$ cat src/rtl/trig_cmd_scheduler.sv
// Trigger-line command scheduler: arbitrates reset/align/preL1/L1 frames onto one
// serial line and schedules each preL1's L1 a fixed latency later via a due-time FIFO.
module trig_cmd_scheduler #(
    parameter int L1_DELAY = 325,
    parameter int DEPTH    = 8,
    parameter int TS_W     = 16,
    parameter int TS_INIT  = 0
) (
    input  logic                     clk_i,
    input  logic                     rst_ni,
    input  logic                     ena_i,
    input  logic                     req_reset_i,
    input  logic                     req_align_i,
    input  logic                     req_pre_i,
    input  logic                     ps_flag_i,
    output logic                     ack_reset_o,
    output logic                     ack_align_o,
    output logic                     ack_pre_o,
    output logic                     trigger_o,
    output logic                     busy_o,
    output logic [$clog2(DEPTH):0]   pending_o,
    output logic [15:0]              pre_count_o,
    output logic [15:0]              l1_count_o,
    output logic                     late_err_o,
    output logic                     dbg_state_o
);
    localparam int AW = $clog2(DEPTH);

    localparam logic [0:0] ST_IDLE = 1'b0;
    localparam logic [0:0] ST_SEND = 1'b1;

    localparam logic [3:0] PAT_PRE   = 4'b1110;
    localparam logic [3:0] PAT_L1    = 4'b1000;
    localparam logic [3:0] PAT_L1PS  = 4'b1100;
    localparam logic [3:0] PAT_ALIGN = 4'b1010;
    localparam logic [3:0] PAT_RESET = 4'b1111;

    logic [0:0]      state_q, state_d;
    logic [2:0]      bit_q, bit_d;
    logic [3:0]      pat_q, pat_d;
    logic            trig_q, trig_d;
    logic            busy_q, busy_d;
    logic            ack_reset_q, ack_align_q, ack_pre_q;
    logic [TS_W-1:0] now_q, now_d;
    logic [TS_W:0]   fifo_mem [DEPTH];
    logic [AW-1:0]   wr_q, rd_q;
    logic [AW:0]     cnt_q;
    logic [15:0]     pre_cnt_q, l1_cnt_q;
    logic            late_q;

    logic [TS_W-1:0] head_ts, since;
    logic            head_ps, fifo_empty, fifo_full, l1_due, can_grant;
    logic            gnt_reset, gnt_l1, gnt_align, gnt_pre, any_gnt;

    // Grant decisions use the timestamp of the cycle in which b1 will be driven.
    assign now_d      = now_q + 1'b1;
    assign head_ts    = fifo_mem[rd_q][TS_W:1];
    assign head_ps    = fifo_mem[rd_q][0];
    assign since      = now_d - head_ts;
    assign fifo_empty = (cnt_q == '0);
    assign fifo_full  = (cnt_q == (AW+1)'(DEPTH));
    assign l1_due     = !fifo_empty && !since[TS_W-1];
    assign can_grant  = (state_q == ST_IDLE) || (bit_q == 3'd5);

    assign gnt_reset = can_grant && ena_i && req_reset_i;
    assign gnt_l1    = can_grant && !gnt_reset && l1_due;
    assign gnt_align = can_grant && ena_i && req_align_i && !gnt_reset && !l1_due;
    assign gnt_pre   = can_grant && ena_i && req_pre_i && !req_align_i && !fifo_full
                       && !gnt_reset && !l1_due;
    assign any_gnt   = gnt_reset || gnt_l1 || gnt_align || gnt_pre;

    always_comb begin
        state_d = state_q;
        bit_d   = bit_q;
        pat_d   = pat_q;
        busy_d  = busy_q;
        trig_d  = 1'b0;
        if (any_gnt) begin
            state_d = ST_SEND;
            bit_d   = 3'd1;
            busy_d  = 1'b1;
            if (gnt_reset)      pat_d = PAT_RESET;
            else if (gnt_l1)    pat_d = head_ps ? PAT_L1PS : PAT_L1;
            else if (gnt_align) pat_d = PAT_ALIGN;
            else                pat_d = PAT_PRE;
            trig_d = pat_d[3];
        end else if (state_q == ST_SEND) begin
            if (bit_q == 3'd5) begin
                state_d = ST_IDLE;
                bit_d   = 3'd0;
                busy_d  = 1'b0;
            end else begin
                bit_d = bit_q + 3'd1;
                case (bit_q)
                    3'd1:    trig_d = pat_q[2];
                    3'd2:    trig_d = pat_q[1];
                    3'd3:    trig_d = pat_q[0];
                    default: trig_d = 1'b0;
                endcase
            end
        end
    end

    always_ff @(posedge clk_i or negedge rst_ni) begin
        if (!rst_ni) begin
            state_q     <= ST_IDLE;
            bit_q       <= 3'd0;
            pat_q       <= 4'd0;
            trig_q      <= 1'b0;
            busy_q      <= 1'b0;
            ack_reset_q <= 1'b0;
            ack_align_q <= 1'b0;
            ack_pre_q   <= 1'b0;
            now_q       <= TS_W'(TS_INIT);
            wr_q        <= '0;
            rd_q        <= '0;
            cnt_q       <= '0;
            pre_cnt_q   <= 16'd0;
            l1_cnt_q    <= 16'd0;
            late_q      <= 1'b0;
        end else begin
            state_q     <= state_d;
            bit_q       <= bit_d;
            pat_q       <= pat_d;
            trig_q      <= trig_d;
            busy_q      <= busy_d;
            ack_reset_q <= gnt_reset;
            ack_align_q <= gnt_align;
            ack_pre_q   <= gnt_pre;
            now_q       <= now_d;
            if (gnt_pre) begin
                wr_q      <= wr_q + 1'b1;
                cnt_q     <= cnt_q + 1'b1;
                pre_cnt_q <= pre_cnt_q + 16'd1;
            end
            if (gnt_l1) begin
                rd_q     <= rd_q + 1'b1;
                cnt_q    <= cnt_q - 1'b1;
                l1_cnt_q <= l1_cnt_q + 16'd1;
                if (since > TS_W'(4)) late_q <= 1'b1;
            end
            // A reset command discards every scheduled L1.
            if (gnt_reset) begin
                rd_q  <= wr_q;
                cnt_q <= '0;
            end
        end
    end

    always_ff @(posedge clk_i) begin
        if (gnt_pre) fifo_mem[wr_q] <= {now_d + TS_W'(L1_DELAY), ps_flag_i};
    end

    assign ack_reset_o = ack_reset_q;
    assign ack_align_o = ack_align_q;
    assign ack_pre_o   = ack_pre_q;
    assign trigger_o   = trig_q;
    assign busy_o      = busy_q;
    assign pending_o   = cnt_q;
    assign pre_count_o = pre_cnt_q;
    assign l1_count_o  = l1_cnt_q;
    assign late_err_o  = late_q;
    assign dbg_state_o = state_q;
endmodule

$ cat config.mk
export PLATFORM = sky130hd
export DESIGN_NAME = trig_cmd_scheduler
export DESIGN_NICKNAME = d
export VERILOG_FILES = /design/src/rtl/trig_cmd_scheduler.sv
export SDC_FILE = /design/constraint.sdc
export NUM_CORES = 1
export LEC_CHECK = 0
export ABC_CLOCK_PERIOD_IN_PS = 20100
export BUFFER_PORTS_ARGS = -buffer_cell sky130_fd_sc_hd__buf_2
export CAP_MARGIN = 20
export CELL_PAD_IN_SITES_DETAIL_PLACEMENT = 1
export CELL_PAD_IN_SITES_GLOBAL_PLACEMENT = 2
export CORE_MARGIN = 5
export CORE_UTILIZATION = 35
export DETAILED_ROUTE_END_ITERATION = 6
export GPL_TIMING_DRIVEN = 0
export PLACE_DENSITY = 0.76
export SLEW_MARGIN = 20
export SYNTH_ARGS = -nofsm -noshare
export SYNTH_HDL_FRONTEND = slang
export SYNTH_SLANG_ARGS = --single-unit
$ cat constraint.sdc
create_clock -name clk_i -period 20.1 [get_ports clk_i]
set_clock_uncertainty 0.2 [all_clocks]
set_input_delay 6.03 -clock clk_i [delete_from_list [all_inputs] [get_ports clk_i]]
set_output_delay 6.03 -clock clk_i [all_outputs]
set_load 0.05 [all_outputs]
---- Yosys cells after proc, flatten, opt, wreduce, memory -nomap -nowiden ----
Memories as Yosys holds them, arrays and structs flattened.
Cells that the tools add are included.
word-level totals
  register bits ........................... 71
  RAM bits ................................ 136
  input port bits ......................... 7
  output and inout bits ................... 43
  word-level logic and storage cells ...... 87
  memories ................................ 1
cells by class
  add/sub/neg operators ................... 10
  $lt $le $gt $ge ......................... 1
  eq/ne operators ......................... 5
  multiplexer cells ....................... 24
  bitwise gates (word level) .............. 1
  reductions and logical operators ........ 30
memories
  name      words  bits a word  rd ports  clocked after Yosys merged registers in  wr ports  RTL line  source
  fifo_mem  8      17           1         0                                        1         45        logic [TS_W:0] fifo_mem [DEPTH];
operator list
  kind                                                                              number
  16-bit by 1-bit adder with 16-bit output, second input constant                   3
  3-bit two-way mux                                                                 9
  16-bit by 9-bit adder with 16-bit output, second input constant                   1
  16-bit by 3-bit greater-than comparator with 1-bit output, second input constant  1
  16-bit subtractor                                                                 1
  1-bit logical AND                                                                 13
  4-bit two-way mux                                                                 3
  1-bit two-way mux                                                                 11
  3-bit by 1-bit adder with 3-bit output, second input constant                     3
  3-bit by 2-bit equality test with 1-bit output, second input constant             2
  1-bit zero test                                                                   6
  2-bit nonzero test                                                                3
  4-bit by 1-bit adder with 4-bit output, second input constant                     1
  4-bit equality test, second input constant                                        1
  4-bit zero test                                                                   1
  1-bit logical OR                                                                  4
  2-bit AND reduction                                                               2
  4-bit by 1-bit subtractor with 4-bit output, second input constant                1
  3-bit by 1-bit equality test with 1-bit output, second input constant             1
  3-bit equality test, second input constant                                        1
  1-bit one-hot mux with 3 select lines                                             1
  3-bit nonzero test                                                                1
  1-bit NOT                                                                         1

---- Longest topological paths before layout ----
  word-level depth ........................ 12
  gate-level depth with buffers ........... 22

---- Worst setup path after synthesis ----
Ideal clock, no wire load.
  path kind ............................... input to register
  start ................................... in ena_i
  end ..................................... mem fifo_mem[1][0] in the netlist's numbering, enable pin
  data arrival time ....................... 8.815 ns
  path slack .............................. 10.644 ns
  stages .................................. 8
  cells stage by stage .................... nand2_1 > nor2_1 > and3b_1 > o31a_1 > and4_4 > nor2_8 > buf_4 > nor4b_1
on the way
  longest elaborated chain between the ends .. 8
  elaborated cells on any way between the ends .. 10
  classes of those cells .................. mux (2); reduce/logical (8)
RTL lines
  item                                       RTL line  source
  from (decl)                                11        input logic ena_i,
  1-bit logical AND *                        65, 68
  1-bit logical AND (3 in series)            68        assign gnt_pre = can_grant && ena_i && req_pre_i && !req_align_i && !fifo_full
  1-bit logical AND * (2 in series)          69        && !gnt_reset && !l1_due;
  1-bit two-way mux *                        151       if (gnt_pre) fifo_mem[wr_q] <= {now_d + TS_W'(L1_DELAY), ps_flag_i};
  1-bit two-way mux (implied by the code) *  151
  to (decl)                                  45
Mark *: on every way between the ends. The rest lies on a longest branch, timed or not.

---- Worst setup path in the final report ----
  start ................................... in ena_i
  end ..................................... mem fifo_mem[6][2] in the netlist's numbering, enable pin
on the way
  longest elaborated chain between the ends .. 8
  elaborated cells on any way between the ends .. 10
  classes of those cells .................. mux (2); reduce/logical (8)
RTL lines
  item                                       RTL line  source
  1-bit logical AND *                        65, 68
  1-bit logical AND (3 in series)            68
  1-bit logical AND * (2 in series)          69
  via gnt_pre                                53        logic gnt_reset, gnt_l1, gnt_align, gnt_pre, any_gnt;
  1-bit two-way mux *                        151
  1-bit two-way mux (implied by the code) *  151
Mark *: on every way through the listed nets, which the timed path passes. The rest lies on a longest branch.

==> summary.md <==
| Metric | Value |
|---|---|
| Post-route fraction of the period consumed by the critical path | `42.4%` |
| Largest buffer count on any clock path | `3` |
| Residual DRC count | `0` |
| Post-synthesis sequential area ratio | `60.8%` |
| Syn nets | `708` |
| Number of DRC markers in iteration 0 | `299` |
| EDFF count, synth | `136` |
| Worst min-delay path category | `reg -> reg` |
| Clock tree from TritonCTS | `yes` |
| Maximum fanout along the worst path | `10` |
| Max-Slew Margin vs Limit | `25.8%` |
| Final setup margin | `11,580 ps` |
| First-pass GRT wire length | `37.3 mm` |
| Clock latency at the later pin of the worst-skew pair | `550 ps` |
| Met2 Track Usage GR | `25.8%` |
| Number of detailed-route iterations in the first pass | `5` |
| Setup TNS Final | `0 ps` |
| Async set-reset flop share out of synthesis | `34.3%` |
| Power share of the combinational group | `30.0%` |
| F_max | `117 MHz` |
| Met1 track demand over resource in global routing | `21.5%` |
| Transition time at the pin with the least slew margin | `1110 ps` |
| Routed WL per cell | `21.0 microns` |
| Global-route total usage across every layer | `15.5%` |
| Cell leakage power | `0.00432 uW` |
| Synthesized area per cell | `14.2 sq um` |
| Ratio of routed vias to standard cells | `5.25` |
| Post-CTS setup repair buffer count | `0` |
| Height of the die | `176 microns` |
| Area of the mapped netlist | `9640 sq um` |
| CP startpoint kind | `input port` |
| Number of sinks handled by clock tree synthesis | `207` |
| VDD IR max | `0.0000670 V` |
| Switching portion of total power | `33.4%` |
| Data required time at the worst endpoint | `20,150 ps` |
| Number of endpoints failing setup at the final stage | `0` |
| Starting density of the core | `35.7%` |
| TritonCTS buffer count | `24` |
| Detailed-placement wirelength estimate | `17.1 mm` |
| Floorplan row count | `60` |
| Initial antenna violation count | `0` |
| Antenna diodes | `0` |
| Total power divided by cell area | `118 nW/um^2` |
| Number of synthesized register bits | `207` |
| Met3 track demand over resource | `2.06%` |
| Worst slack at placement | `10,990 ps` |
| Arr. time, crit path | `8560 ps` |
| Final net count | `803` |
| Die width | `176 microns` |
| Max capacitance violation total | `0` |
| Portion of total power attributed to sequential cells | `37.2%` |
| Endpoint class of the critical path | `register` |
| Final RePlAce weighted congestion | `0.775` |
| Min Clock Period, post-route | `8520 ps` |
| Layout fillers | `2,788` |
| Type of the worst setup path | `in -> reg` |
| Most Crowded Layer GR | `met2` |
| Fin util | `41.9%` |
| Post-layout power | `1340 uW` |
| Switch Pwr | `447 uW` |
| Number of hold buffers added after CTS | `0` |
| Vias after detailed routing | `5,949` |
| CORE AREA | `27,000 sq um` |
| Count of input and output buffers | `49` |
| Number of hold violations in the final report | `0` |
| Ys Warns | `0` |
| Number of instances in the synthesized netlist | `679` |
| Outcome | `finished, final reports clean` |
| RSZ-0062 raised after global routing | `false` |
| Maximum level of the CTS H-tree | `1` |
| Buffer type at the clock tree root | `clkbuf_16` |
| Resized cells post-CTS | `0` |
| Number of different library cells in the post-synthesis netlist | `74` |
| I/O Pins | `50` |
| Share of total power in the clock network | `32.8%` |
| Count of final max-slew check failures | `0` |
| Internal Dissipation | `890 uW` |
| Routed Antenna Nets | `0` |
| Register clock-pin slew on the reported worst setup and hold paths | `60 ps` |
| Vias in the first global route | `6,242` |
| Ratio of cells with drive above 1 in the final layout | `21.5%` |
| Maximum number of pins on one net before global-route repair | `43` |
| Die footprint | `31,000 sq um` |
| Synthesis-to-finish area growth | `17.4%` |
| Gr ovfl total | `0` |
| Top flip-flop cell by instance count after synthesis | `edfxtp_1` |
| Total wirelength of the detailed-routed design | `23.8 mm` |
[kinds of logic (layout without fill, tap and decap cells)]
group | Yosys count | in the layout | synth area share, %
AOI/OAI and AO/OA | 71 | 71 | 5.36
adders and majority gates | 24 | 24 | 3.14
buffers and inverters | 48 | 161 | 2.43
muxes | 56 | 56 | 9.92
xor gates and xnor gates | 76 | 76 | 7.05
and+or+nand+nor | 197 | 197 | 11.3
DFF | 207 | 207 | 60.8
[worst max-delay path, cell delays in order]
cell and delay [ps]:
buf_2 100, nand2_1 50, nor2_1 130, and3b_1 220, o31a_1 140, and4_4 270, nor2_8 70, inv_4 120
buf_4 210, nand2_2 140, nor3b_2 620, buf_6 240, buf_4 200
[state kept, by name, indices dropped and copies added (netlist names), 3 cells and up]
| name | cells |
|---|---|
| wr_q | 3 |
| rd_q | 3 |
| pre_count_o | 16 |
| l1_count_o | 16 |
| now_q | 16 |
| bit_q | 3 |
| fifo_mem | 136 |
| pending_o | 4 |
| pat_q | 3 |
[stage by stage]
| step | hold slack, ps | std cells | cell area [sq um] |
|---|---|---|---|
| floorplan | 251 | 679 | 9640 |
| global placement | 254 | 1069 | 10300 |
| detailed placement | 259 | 1089 | 10500 |
| CTS | 268 | 1133 | 11300 |
| global route | 300 | 1133 | 11300 |
| finish | 266 | 1133 | 11300 |
[per-layer routing]
metal / part of all wire (%) / wire length, microns
met1: 46 / 10900
met2: 48 / 11400
met3: 4.2 / 1010
met4: 2.1 / 510
met5: 0 / 0
[power groups by stage]
stage / sequential [uW] / combinational [uW] / clock (uW)
floorplan: 543 / 259 / 0
global placement: 505 / 394 / 0
detailed placement: 506 / 404 / 0
CTS: 498 / 406 / 451
global route: 501 / 436 / 470
finish: 497 / 401 / 438
[final cells by class]
class | count | area, sq um | area share (%)
clock buffer | 30 | 623 | 5.51
tap | 341 | 427 | 3.77
inverter | 22 | 87.6 | 0.774
sequential | 207 | 5860 | 51.8
buffer | 26 | 146 | 1.29
clock inverter | 14 | 173 | 1.53
multi-input combinational | 424 | 3590 | 31.8
timing repair buffer | 69 | 404 | 3.57
[cell usage after synthesis, types with 19 or more instances]
| master | instances | area, sq um |
|---|---|---|
| edfxtp_1 | 136 | 4080 |
| dfrtp_1 | 71 | 1780 |
| nand2_1 | 48 | 180 |
| xnor2_1 | 46 | 403 |
| mux4_2 | 31 | 698 |
| xor2_1 | 29 | 254 |
| nor2_1 | 28 | 105 |
| nand4_1 | 22 | 138 |
| ha_1 | 21 | 263 |
| mux2i_1 | 21 | 210 |
| nand3_1 | 20 | 100 |
| inv_1 | 19 | 71.3 |
[layout by cell type (no fill, tap or decap), types with 5 or more instances in the layout]
master / instances
nor2_1: 27
nand3_1: 20
nor4_1: 8
o21ai_0: 10
clkbuf_16: 24
nor3_2: 6
a31oi_1: 5
nand4_1: 22
inv_1: 19
and4_1: 5
nor3_1: 11
nand2b_1: 5
a21oi_1: 13
mux2i_1: 21
dfrtp_1: 71
clkinv_1: 5
buf_4: 12
and3_1: 12
a21o_1: 7
ha_1: 21
clkbuf_1: 20
buf_6: 6
buf_2: 57
xor2_1: 29
xnor2_1: 46
edfxtp_1: 136
nand2_1: 48
mux4_2: 31
[path summary, 6_finish.rpt]
| path | startpoint | end | slack (ps) | cells past startpoint |
|---|---|---|---|---|
| max reg2reg | rd_q[0]$_DFFE_PN0P_ | fifo_mem[6][2]$_DFFE_PP_ | 12360 | 20 |
| min reg2reg | pre_count_o[15]$_DFFE_PN0P_ | pre_count_o[15]$_DFFE_PN0P_ | 270 | 1 |
| min | pre_count_o[15]$_DFFE_PN0P_ | pre_count_o[15]$_DFFE_PN0P_ | 270 | 1 |
| max | ena_i | fifo_mem[6][2]$_DFFE_PP_ | 11580 | 13 |
| max in group asynchronous | rst_ni | l1_count_o[5]$_DFFE_PN0P_ | 13890 | 2 |
| min in group asynchronous | rst_ni | pre_count_o[2]$_DFFE_PN0P_ | 5230 | 1 |
Note: power is estimated with default switching activity, not from simulation.
